==> config.mk <==
export PLATFORM = sky130hd
export DESIGN_NAME = stream_fifo
export DESIGN_NICKNAME = d
export VERILOG_FILES = /design/src/rtl/stream_fifo_pkg.sv /design/src/rtl/stream_fifo_ptr.sv /design/src/rtl/stream_fifo.sv
export SDC_FILE = /design/constraint.sdc
export NUM_CORES = 1
export LEC_CHECK = 0
export ABC_CLOCK_PERIOD_IN_PS = 3600
export BUFFER_PORTS_ARGS = -buffer_cell sky130_fd_sc_hd__buf_2
export CAP_MARGIN = 10
export CORE_ASPECT_RATIO = 0.75
export CORE_MARGIN = 5
export CORE_UTILIZATION = 58
export CTS_BUF_LIST = sky130_fd_sc_hd__clkbuf_16
export DETAILED_ROUTE_END_ITERATION = 8
export PLACE_DENSITY = 0.82
export SYNTH_ARGS = -nofsm -noshare
export SYNTH_HDL_FRONTEND = slang
export SYNTH_SLANG_ARGS = --single-unit
==> constraint.sdc <==
create_clock -name i_clk -period 3.6 [get_ports i_clk]
set_input_delay 0.18 -clock i_clk [delete_from_list [all_inputs] [get_ports i_clk]]
set_output_delay 0.18 -clock i_clk [all_outputs]
set_load 0.05 [all_outputs]
==> src/rtl/stream_fifo_pkg.sv <==
// stream_fifo_pkg
// Shared types, default parameters and helper functions for stream_fifo.
//   calc_cw     : width of count/threshold fields for a given depth
//   calc_pw     : width of a pointer that indexes 0..depth-1
//   calc_status : decode of the status flags from a word count
//   status_t    : packed status bundle (empty, full, almost_full, almost_empty)
// Optional feature macro used by the top: STREAM_FIFO_PEAK_EN.
package stream_fifo_pkg;

    localparam int unsigned DEF_WIDTH = 8;
    localparam int unsigned DEF_DEPTH = 8;
    localparam int unsigned DEF_AE_TH = 1;

    typedef struct packed {
        logic empty;
        logic full;
        logic almost_full;
        logic almost_empty;
    } status_t;

    // Count field must represent 0..depth inclusive.
    function automatic int unsigned calc_cw(input int unsigned depth);
        return $clog2(depth + 1);
    endfunction

    // Pointer field covers 0..depth-1; keep at least one bit.
    function automatic int unsigned calc_pw(input int unsigned depth);
        return (depth > 1) ? $clog2(depth) : 1;
    endfunction

    // Threshold compares naturally give af_th==0 -> 1 and af_th>depth -> 0.
    function automatic status_t calc_status(input int unsigned count,
                                            input int unsigned depth,
                                            input int unsigned ae_th,
                                            input int unsigned af_th);
        status_t s;
        s.empty        = (count == 0);
        s.full         = (count == depth);
        s.almost_full  = (count >= af_th);
        s.almost_empty = (count <= ae_th);
        return s;
    endfunction

endpackage

==> src/rtl/stream_fifo_ptr.sv <==
// stream_fifo_ptr
// Pointer counter that wraps explicitly from DEPTH-1 to 0 (any depth).
// Ports:
//   i_clk   : clock, rising edge
//   i_rst   : synchronous active-high reset
//   i_clear : synchronous flush, same effect as reset
//   i_inc   : advance pointer by one
//   o_ptr   : current pointer value, 0..DEPTH-1
module stream_fifo_ptr
    import stream_fifo_pkg::*;
#(
    parameter int unsigned DEPTH = DEF_DEPTH,
    parameter int unsigned PW    = calc_pw(DEPTH)
) (
    input  logic          i_clk,
    input  logic          i_rst,
    input  logic          i_clear,
    input  logic          i_inc,
    output logic [PW-1:0] o_ptr
);

    // Pointer register with explicit wrap at the last entry.
    always_ff @(posedge i_clk) begin
        if (i_rst || i_clear) begin
            o_ptr <= '0;
        end else if (i_inc) begin
            if (o_ptr == PW'(DEPTH - 1)) begin
                o_ptr <= '0;
            end else begin
                o_ptr <= o_ptr + PW'(1);
            end
        end
    end

endmodule

==> src/rtl/stream_fifo.sv <==
// stream_fifo
// Synchronous valid/ready FIFO with arbitrary depth, programmable
// almost-full threshold, almost-empty status and sticky protocol-error flags.
// Optional: define STREAM_FIFO_PEAK_EN to add o_peak_count (high-water mark).
// Ports:
//   i_clk, i_rst          : clock, synchronous active-high reset
//   i_clear               : synchronous flush of contents and sticky flags
//   i_af_th               : almost-full threshold (count >= i_af_th)
//   i_valid/o_ready/i_data: producer side
//   o_valid/i_ready/o_data: consumer side (o_data = head of queue)
//   o_word_count          : stored word count
//   o_empty/o_full/o_almost_full/o_almost_empty : status flags
//   o_err_drop            : sticky, producer dropped/changed a stalled word
//   o_err_underflow       : sticky, consumer ready while FIFO empty
//   o_peak_count          : (STREAM_FIFO_PEAK_EN only) peak word count
module stream_fifo
    import stream_fifo_pkg::*;
#(
    parameter int unsigned WIDTH = DEF_WIDTH,
    parameter int unsigned DEPTH = DEF_DEPTH,
    parameter int unsigned AE_TH = DEF_AE_TH,
    parameter int unsigned CW    = calc_cw(DEPTH)
) (
    input  logic             i_clk,
    input  logic             i_rst,
    input  logic             i_clear,
    input  logic [CW-1:0]    i_af_th,
    input  logic             i_valid,
    output logic             o_ready,
    input  logic [WIDTH-1:0] i_data,
    output logic             o_valid,
    input  logic             i_ready,
    output logic [WIDTH-1:0] o_data,
    output logic [CW-1:0]    o_word_count,
    output logic             o_empty,
    output logic             o_full,
    output logic             o_almost_full,
    output logic             o_almost_empty,
    output logic             o_err_drop,
    output logic             o_err_underflow
`ifdef STREAM_FIFO_PEAK_EN
    ,
    output logic [CW-1:0]    o_peak_count
`endif
);

    localparam int unsigned PW = calc_pw(DEPTH);

    logic [WIDTH-1:0] mem [DEPTH];
    logic [PW-1:0]    wr_ptr;
    logic [PW-1:0]    rd_ptr;
    logic [CW-1:0]    count_q;
    logic [CW-1:0]    count_d;
    logic             push;
    logic             pop;
    status_t          status;

    logic             stall_q;
    logic [WIDTH-1:0] data_q;
    logic             drop_det;
    logic             under_det;
    logic             err_drop_q;
    logic             err_under_q;

    // Status decode from the registered count; almost-full follows i_af_th live.
    assign status = calc_status(32'(count_q), DEPTH, AE_TH, 32'(i_af_th));

    assign o_empty        = status.empty;
    assign o_full         = status.full;
    assign o_almost_full  = status.almost_full;
    assign o_almost_empty = status.almost_empty;
    assign o_ready        = !status.full;
    assign o_valid        = !status.empty;
    assign o_word_count   = count_q;
    assign o_data         = mem[rd_ptr];

    // Handshakes; a cycle with i_clear discards both sides.
    assign push = i_valid && o_ready && !i_clear;
    assign pop  = o_valid && i_ready && !i_clear;

    stream_fifo_ptr #(
        .DEPTH (DEPTH),
        .PW    (PW)
    ) u_wr_ptr (
        .i_clk   (i_clk),
        .i_rst   (i_rst),
        .i_clear (i_clear),
        .i_inc   (push),
        .o_ptr   (wr_ptr)
    );

    stream_fifo_ptr #(
        .DEPTH (DEPTH),
        .PW    (PW)
    ) u_rd_ptr (
        .i_clk   (i_clk),
        .i_rst   (i_rst),
        .i_clear (i_clear),
        .i_inc   (pop),
        .o_ptr   (rd_ptr)
    );

    // Storage array; contents are intentionally not reset.
    always_ff @(posedge i_clk) begin
        if (push) begin
            mem[wr_ptr] <= i_data;
        end
    end

    // Next word count.
    always_comb begin
        count_d = count_q;
        if (i_clear) begin
            count_d = '0;
        end else if (push && !pop) begin
            count_d = count_q + CW'(1);
        end else if (pop && !push) begin
            count_d = count_q - CW'(1);
        end
    end

    // A stalled word must stay valid with unchanged data until accepted.
    assign drop_det  = stall_q && (!i_valid || (i_data != data_q));
    assign under_det = i_ready && !o_valid;

    // Count, stall history and sticky error flags.
    always_ff @(posedge i_clk) begin
        if (i_rst || i_clear) begin
            count_q     <= '0;
            stall_q     <= 1'b0;
            data_q      <= '0;
            err_drop_q  <= 1'b0;
            err_under_q <= 1'b0;
        end else begin
            count_q     <= count_d;
            stall_q     <= i_valid && !o_ready;
            data_q      <= i_data;
            err_drop_q  <= err_drop_q | drop_det;
            err_under_q <= err_under_q | under_det;
        end
    end

    assign o_err_drop      = err_drop_q;
    assign o_err_underflow = err_under_q;

`ifdef STREAM_FIFO_PEAK_EN
    logic [CW-1:0] peak_q;

    // High-water mark of the word count.
    always_ff @(posedge i_clk) begin
        if (i_rst || i_clear) begin
            peak_q <= '0;
        end else if (count_d > peak_q) begin
            peak_q <= count_d;
        end
    end

    assign o_peak_count = peak_q;
`endif

endmodule

* Word-level counts from Yosys, hierarchy flattened
Memories as Yosys holds them, arrays and structs flattened. A register that Yosys moved wholly into a read port is not among the register bits. Cells that the tools add are included.
Storage, ports and cells: memory bits (writable) 64, output and inout bits 20, register bits after elaboration 21, bits of input ports 17, word-level logic and storage cells 48, memories kept 1
Memory list:
- mem | depth 8, width 8, read ports 1, clocked after memory_dff 1, write ports 1, RTL line stream_fifo.sv:49 | logic [WIDTH-1:0] mem [DEPTH];
Operators by class: bitwise operators 2, $lt $le $gt $ge 2, $add $sub $neg 4, equality and inequality tests 4, mux-type cells 8, reduce and logical (&&, ||, !) cells 20
Operators by type and width (number):
- 3-bit two-way mux | 4
- 1-bit logical AND | 9
- 4-bit two-way mux | 2
- 8-bit != test | 1
- 3-bit by 1-bit adder with 3-bit output (second input constant) | 2
- 3-bit equality test (second input constant) | 2
- 1-bit zero test | 6
- 4-bit by 1-bit adder with 4-bit output (second input constant) | 1
- 4-bit equality test (second input constant) | 1
- 4-bit greater-or-equal comparator | 1
- 4-bit by 1-bit <= comparator with 1-bit output (second input constant) | 1
- 4-bit zero test | 1
- 4-bit by 1-bit subtractor with 4-bit output (second input constant) | 1
- 1-bit logical OR | 2
- 1-bit two-way mux | 2
- 1-bit OR | 2
- 2-bit nonzero test | 1
- 2-bit OR reduction | 1

* Longest topological paths before layout
depth in word-level cells 8, depth in mapped cells 11, depth with buffers taken out 11

* Modules after synthesis
A second synthesis with hierarchy kept.
Unflattened totals: cell total of the unflattened synthesis 214, area, all modules 3601.0 µm²
By module, submodules not included:
- stream_fifo | cells each 188, area each 3303.2 µm², seq. area each 2222.1 µm², instances 1
- stream_fifo_ptr | cells each 13, area each 148.9 µm², seq. area each 60.1 µm², instances 2

* Worst setup path after synthesis
OpenSTA, ideal clock, no wires.
path type reg-to-reg, start register count_q[0] (netlist: o_word_count[0]), end register count_q[2] (netlist: o_word_count[2]), setup slack -564 ps, clock period less this slack 4164 ps, arrival time 4093 ps, cell stages (with the launch flop) 10, library setup time 71 ps, data required time 3529 ps, buffers on the path 0, cell sequence dfxtp_1 > inv_1 > ha_1 > nor3b_1 > inv_1 > nand2_1 > or2_2 > ha_1 > or3_2 > a21oi_1
On the way: word-level cells in the longest chain between the ends 7, elaborated cells on any way between the ends 17, classes of those cells add/sub: 2; eq/ne: 1; mux: 2; reduce/logical: 12
Ends and longest elaborated chain:
- from (decl) | RTL line stream_fifo.sv:52 | logic [CW-1:0] count_q;
- from (signal assigned) | RTL line stream_fifo.sv:135 | count_q <= count_d;
- 4-bit zero test (*) | RTL line stream_fifo_pkg.sv:37 | s.empty = (count == 0);
- via o_empty | RTL line stream_fifo.sv:35 | output logic o_empty,
- 1-bit zero test (*) | RTL line stream_fifo.sv:73 | assign o_valid = !status.empty;
- via o_valid | RTL line stream_fifo.sv:31 | output logic o_valid,
- 1-bit logical AND (*) (2 in series) | RTL line stream_fifo.sv:79 | assign pop = o_valid && i_ready && !i_clear;
- 1-bit zero test | RTL line stream_fifo.sv:115 | end else if (push && !pop) begin
- 1-bit logical AND | RTL line stream_fifo.sv:115
- 4-bit two-way mux or 2-bit nonzero test (tied branches)
Mark *: on every way through the listed nets, which the timed path passes. The rest lies on a longest branch. The select of a mux whose other input is x is not followed. A chain may end at the register's enable or synchronous reset.

* Worst setup path after layout
start register count_q[0] (netlist: o_word_count[0]), end register count_q[3] (netlist: o_word_count[3])
On the way: word-level cells in the longest chain between the ends 7, elaborated cells on any way between the ends 17, classes of those cells add/sub: 2; eq/ne: 1; mux: 2; reduce/logical: 12
Ends and longest elaborated chain:
- branches (longest 7 deep; another with 4-bit by 1-bit subtractor with 4-bit output)
Parallel ways; which one is timed is not known. The select of a mux whose other input is x is not followed.

==> impl_results.html <==
<table>
<tr><th>Metric</th><th>Value</th></tr>
<tr><th colspan="2">Global routing</th></tr>
<tr><td>Number of antenna violations at the first check in global routing</td><td>0</td></tr>
<tr><td>Sum of overflow across all layers after global routing</td><td>0</td></tr>
<tr><td>Maximum number of pins on one net before global-route repair</td><td>17</td></tr>
<tr><td>Wire length of the first global-routing pass</td><td>10.43 mm</td></tr>
<tr><td>Number of global-route vias before repair</td><td>2020</td></tr>
<tr><td>Total GRT Usage</td><td>18.03%</td></tr>
<tr><th colspan="2">Detailed routing</th></tr>
<tr><td>Detail Route Antenna Nets</td><td>0</td></tr>
<tr><td>Via count of the routed design</td><td>1997</td></tr>
<tr><td>Aggregate routed wire length</td><td>6.380 mm</td></tr>
<tr><td>Wirelength per Cell</td><td>18.02 µm</td></tr>
<tr><td>Average via count per standard cell</td><td>5.641</td></tr>
<tr><td>Detailed Routing Iterations Pass 1</td><td>4</td></tr>
<tr><td>Starting DRC count in detailed routing</td><td>207</td></tr>
<tr><td># DRC</td><td>0</td></tr>
<tr><th colspan="2">Die</th></tr>
<tr><td>Die Span X</td><td>100.5 µm</td></tr>
<tr><td>Die area</td><td>0.007828 mm²</td></tr>
<tr><td># IOs</td><td>37</td></tr>
<tr><td>Core footprint</td><td>0.005886 mm²</td></tr>
<tr><td>Effective utilization at floorplan</td><td>60.54%</td></tr>
<tr><td>Placement Rows</td><td>24</td></tr>
<tr><td>Die outline height</td><td>77.88 µm</td></tr>
<tr><th colspan="2">Clocking</th></tr>
<tr><td>Post-cts sizing count</td><td>0</td></tr>
<tr><td>Number of sinks on the clock net</td><td>88</td></tr>
<tr><td>TritonCTS clock tree</td><td>built</td></tr>
<tr><td>Post-CTS setup buffers</td><td>0</td></tr>
<tr><td>Cts hold-fix bufs</td><td>0</td></tr>
<tr><td>Register clock-pin slew on the reported worst setup and hold paths</td><td>0.06 ns</td></tr>
<tr><td>Latest clock arrival within the worst-skew pair</td><td>0.33 ns</td></tr>
<tr><td>CTS Root Buffer Type</td><td>clkbuf_16</td></tr>
<tr><td>Clock buffer count from CTS</td><td>9</td></tr>
<tr><td>Worst-case clock buffer depth</td><td>2</td></tr>
<tr><td>Clock H-tree levels</td><td>3</td></tr>
<tr><th colspan="2">Synth</th></tr>
<tr><td>Post-synth EDFFs</td><td>64</td></tr>
<tr><td>Number of standard cells after synthesis</td><td>222</td></tr>
<tr><td>Nets in the synthesized netlist</td><td>251</td></tr>
<tr><td>Flops &amp; latches, synth</td><td>88</td></tr>
<tr><td>Mapped cell area</td><td>0.003563 mm²</td></tr>
<tr><td>Main flop type after synthesis</td><td>edfxtp_1</td></tr>
<tr><td>Part of the Yosys area used for sequential elements</td><td>67.42%</td></tr>
<tr><td>Proportion of register bits with asynchronous set or reset after synthesis</td><td>0%</td></tr>
<tr><td>Synth unique cells</td><td>35</td></tr>
<tr><td>Synthesized area per cell</td><td>16.05 µm²</td></tr>
<tr><td>Yosys synthesis warning count</td><td>0</td></tr>
<tr><th colspan="2">Run</th></tr>
<tr><td>Max_cap viols</td><td>0</td></tr>
<tr><th colspan="2">STA</th></tr>
<tr><td>Minimum clock period</td><td>2.779 ns</td></tr>
<tr><td>Final critical-path share of the clock period</td><td>77.20%</td></tr>
<tr><td>Final-report max-slew violation count</td><td>0</td></tr>
<tr><td>TNS Setup</td><td>0 ns</td></tr>
<tr><td>Setup violators final</td><td>0</td></tr>
<tr><td>Skew final</td><td>0.003088 ns</td></tr>
<tr><td>RSZ-0062 raised after global routing</td><td>no</td></tr>
<tr><td>Fmax</td><td>0.3598 GHz</td></tr>
<tr><td>Final hold violations</td><td>0</td></tr>
<tr><td>Headroom to the max-slew limit</td><td>45.80%</td></tr>
<tr><td>Worst Tran Pin Value</td><td>0.8119 ns</td></tr>
<tr><th colspan="2">Power</th></tr>
<tr><td>Worst-case vdd ir drop</td><td>0.4020 mV</td></tr>
<tr><td>PD cells</td><td>545.0 mW/mm²</td></tr>
<tr><td>Switching power total</td><td>0.5141 mW</td></tr>
<tr><td>Relative contribution of combinational cells to total power</td><td>8.4%</td></tr>
<tr><td>Internal Pwr Total</td><td>1.778 mW</td></tr>
<tr><td>Standby leakage power</td><td>1.574 nW</td></tr>
<tr><td>Total power consumption of the routed design</td><td>2.292 mW</td></tr>
<tr><td>Switch share</td><td>22.43%</td></tr>
<tr><td>Sequential cell fraction of total power</td><td>48.4%</td></tr>
<tr><td>Clock power frac</td><td>43.2%</td></tr>
<tr><th colspan="2">Worst hold path</th></tr>
<tr><td>Worst Hold Class</td><td>primary input to flip-flop</td></tr>
<tr><th colspan="2">Setup path</th></tr>
<tr><td>Largest stage delay on the critical path</td><td>0.55 ns</td></tr>
<tr><td>Startpoint type of the worst setup path</td><td>flip-flop</td></tr>
<tr><td>Worst Path Arrival</td><td>2.99 ns</td></tr>
<tr><td>Crit path required time</td><td>3.81 ns</td></tr>
<tr><td>CP endpoint kind</td><td>flip-flop</td></tr>
<tr><td>Crit-path max FO</td><td>7</td></tr>
<tr><td>Critical setup path kind</td><td>flip-flop to flip-flop</td></tr>
<tr><td>Slowest-stage cell, CP</td><td>or4_2</td></tr>
<tr><td>Cells along the critical path</td><td>inv_1 &gt; ha_1 &gt; nor3b_2 &gt; inv_1 &gt; nand2_1 &gt; or2_2 &gt; ha_1 &gt; or4_2 &gt; a21oi_1 &gt; xnor2_1 &gt; nor2_1</td></tr>
<tr><th colspan="2">Cells and area</th></tr>
<tr><td>Antenna diode instance count</td><td>0</td></tr>
<tr><td>Total number of nets in the final design</td><td>300</td></tr>
<tr><td>Ratio of cells with drive above 1 in the final layout</td><td>33.70%</td></tr>
<tr><td>Area grow syn2layout</td><td>18.01%</td></tr>
<tr><th colspan="2">Outcome</th></tr>
<tr><td>Run status</td><td>finished, final reports clean</td></tr>
<tr><th colspan="2">Place</th></tr>
<tr><td>Number of buffer cells added on primary ports</td><td>36</td></tr>
<tr><td>Routability cong.</td><td>0.7470</td></tr>
<tr><td>DP Wirelength</td><td>4.412 mm</td></tr>
</table>
[flip-flops by register name (all words and copies together), names as in the netlist, named ones only]
| name | count |
|---|---|
| mem | 64 |
| data_q | 8 |
| o_word_count | 4 |
| u_rd_ptr.o_ptr | 3 |
| u_wr_ptr.o_ptr | 3 |
| o_err_drop | 1 |
| o_err_underflow | 1 |
| stall_q | 1 |
[cells by family after synthesis]
| logic type | after synthesis | synth area share, % |
|---|---|---|
| buf+inv | 16 | 1.966 |
| xor+xnor | 11 | 2.704 |
| mux | 25 | 12.92 |
| compound gates | 17 | 2.739 |
| fa+ha+maj | 12 | 4.213 |
| simple gates | 53 | 8.041 |
| flops | 88 | 67.42 |
[Yosys cell counts (8+ instances only)]
| cell | instances | area (µm²) |
|---|---|---|
| a21oi_1 | 9 | 45.04 |
| xor2_1 | 10 | 87.58 |
| ha_1 | 12 | 150.1 |
| nand2_1 | 8 | 30.03 |
| nor2_1 | 10 | 37.54 |
| mux2_2 | 8 | 90.09 |
| and2_1 | 8 | 50.05 |
| nor3_1 | 8 | 40.04 |
| inv_1 | 8 | 30.03 |
| edfxtp_1 | 64 | 1922 |
| dfxtp_1 | 24 | 480.5 |
| mux4_2 | 16 | 360.4 |
[critical path, delay by kind of cell (launching register included)]
family / cells / cell delay (ns)
and+or+nand+nor: 5 / 1.19
buffers and inverters: 2 / 0.21
adders and majority gates: 2 / 0.47
AOI/OAI and AO/OA: 1 / 0.20
DFF: 1 / 0.45
xor gates and xnor gates: 1 / 0.13
[worst paths after layout]
path	slack [ns]	from	to	depth (start not counted)
worst max-delay path	0.82	o_word_count[0]$_SDFFE_PP0P_	o_word_count[3]$_SDFFE_PP0P_	11
worst min-delay path	0.12	i_valid	u_wr_ptr.o_ptr[2]$_SDFFE_PP0P_	3
worst max register to register	0.82	o_word_count[0]$_SDFFE_PP0P_	o_word_count[3]$_SDFFE_PP0P_	11
worst min register to register	0.48	o_err_underflow$_SDFF_PP0_	o_err_underflow$_SDFF_PP0_	2
[cells in the final DEF, fill, tap and decap left out, drive strengths merged, types with 2 or more instances in the layout]
cell / synthesis / routed
nor2: 10 / 10
a21o: 3 / 3
or3: 4 / 4
nand3: 2 / 2
and2: 8 / 8
nor4: 2 / 2
mux4: 16 / 16
or2: 2 / 2
inv: 9 / 11
o21ai: 3 / 3
clkbuf: 2 / 9
nand2: 8 / 8
bufinv: 0 / 2
a21oi: 10 / 10
nand2b: 3 / 3
xor2: 10 / 10
edfxtp: 64 / 64
buf: 5 / 45
ha: 12 / 12
nor3: 8 / 8
mux2: 8 / 8
clkinv: 0 / 2
dfxtp: 24 / 24
[metal layers]
| metal | track usage (%) | share of wire [%] | wire [µm] |
|---|---|---|---|
| met5 | 0 | 0 | 0 |
| met3 | 5.914 | 9.5 | 603 |
| met1 | 25.56 | 44 | 2810 |
| met4 | 5.653 | 0.30 | 19 |
| met2 | 26.65 | 46 | 2945 |
[power by group through the flow]
stage | combinational, mW | sequential, mW | clock [mW]
2_1_floorplan | 0.130 | 1.14 | 0
3_3_place_gp | 0.190 | 1.13 | 0
3_5_place_dp | 0.194 | 1.13 | 0
4_1_cts | 0.195 | 1.11 | 1.01
5_1_grt | 0.209 | 1.11 | 1.06
6_report | 0.193 | 1.11 | 0.989
[metrics by stage]
stage	hold WS [ns]	instance area (µm²)	utilization (%)	cells	setup WS, ns
after floorplan	0.2789	3568	-	222	0.1070
after global routing	0.1457	4205	71.45	354	0.6323
final	0.1170	4205	71.45	354	0.8210
after CTS	0.1032	4205	71.45	354	0.8198
after detailed placement	0.4585	3877	65.88	338	0.8531
after global placement	0.4510	3877	65.88	338	0.9200
[cell type report]
class | instances | area [µm²]
sequential | 88 | 2402
inverter | 9 | 33.78
fill | 390 | 1680
clock buffer | 9 | 225.2
timing repair buffer | 45 | 247.7
multi-input combinational | 118 | 1096
tap | 78 | 97.59
clock inverter | 7 | 102.6
Power figures use the tool's default switching activity.
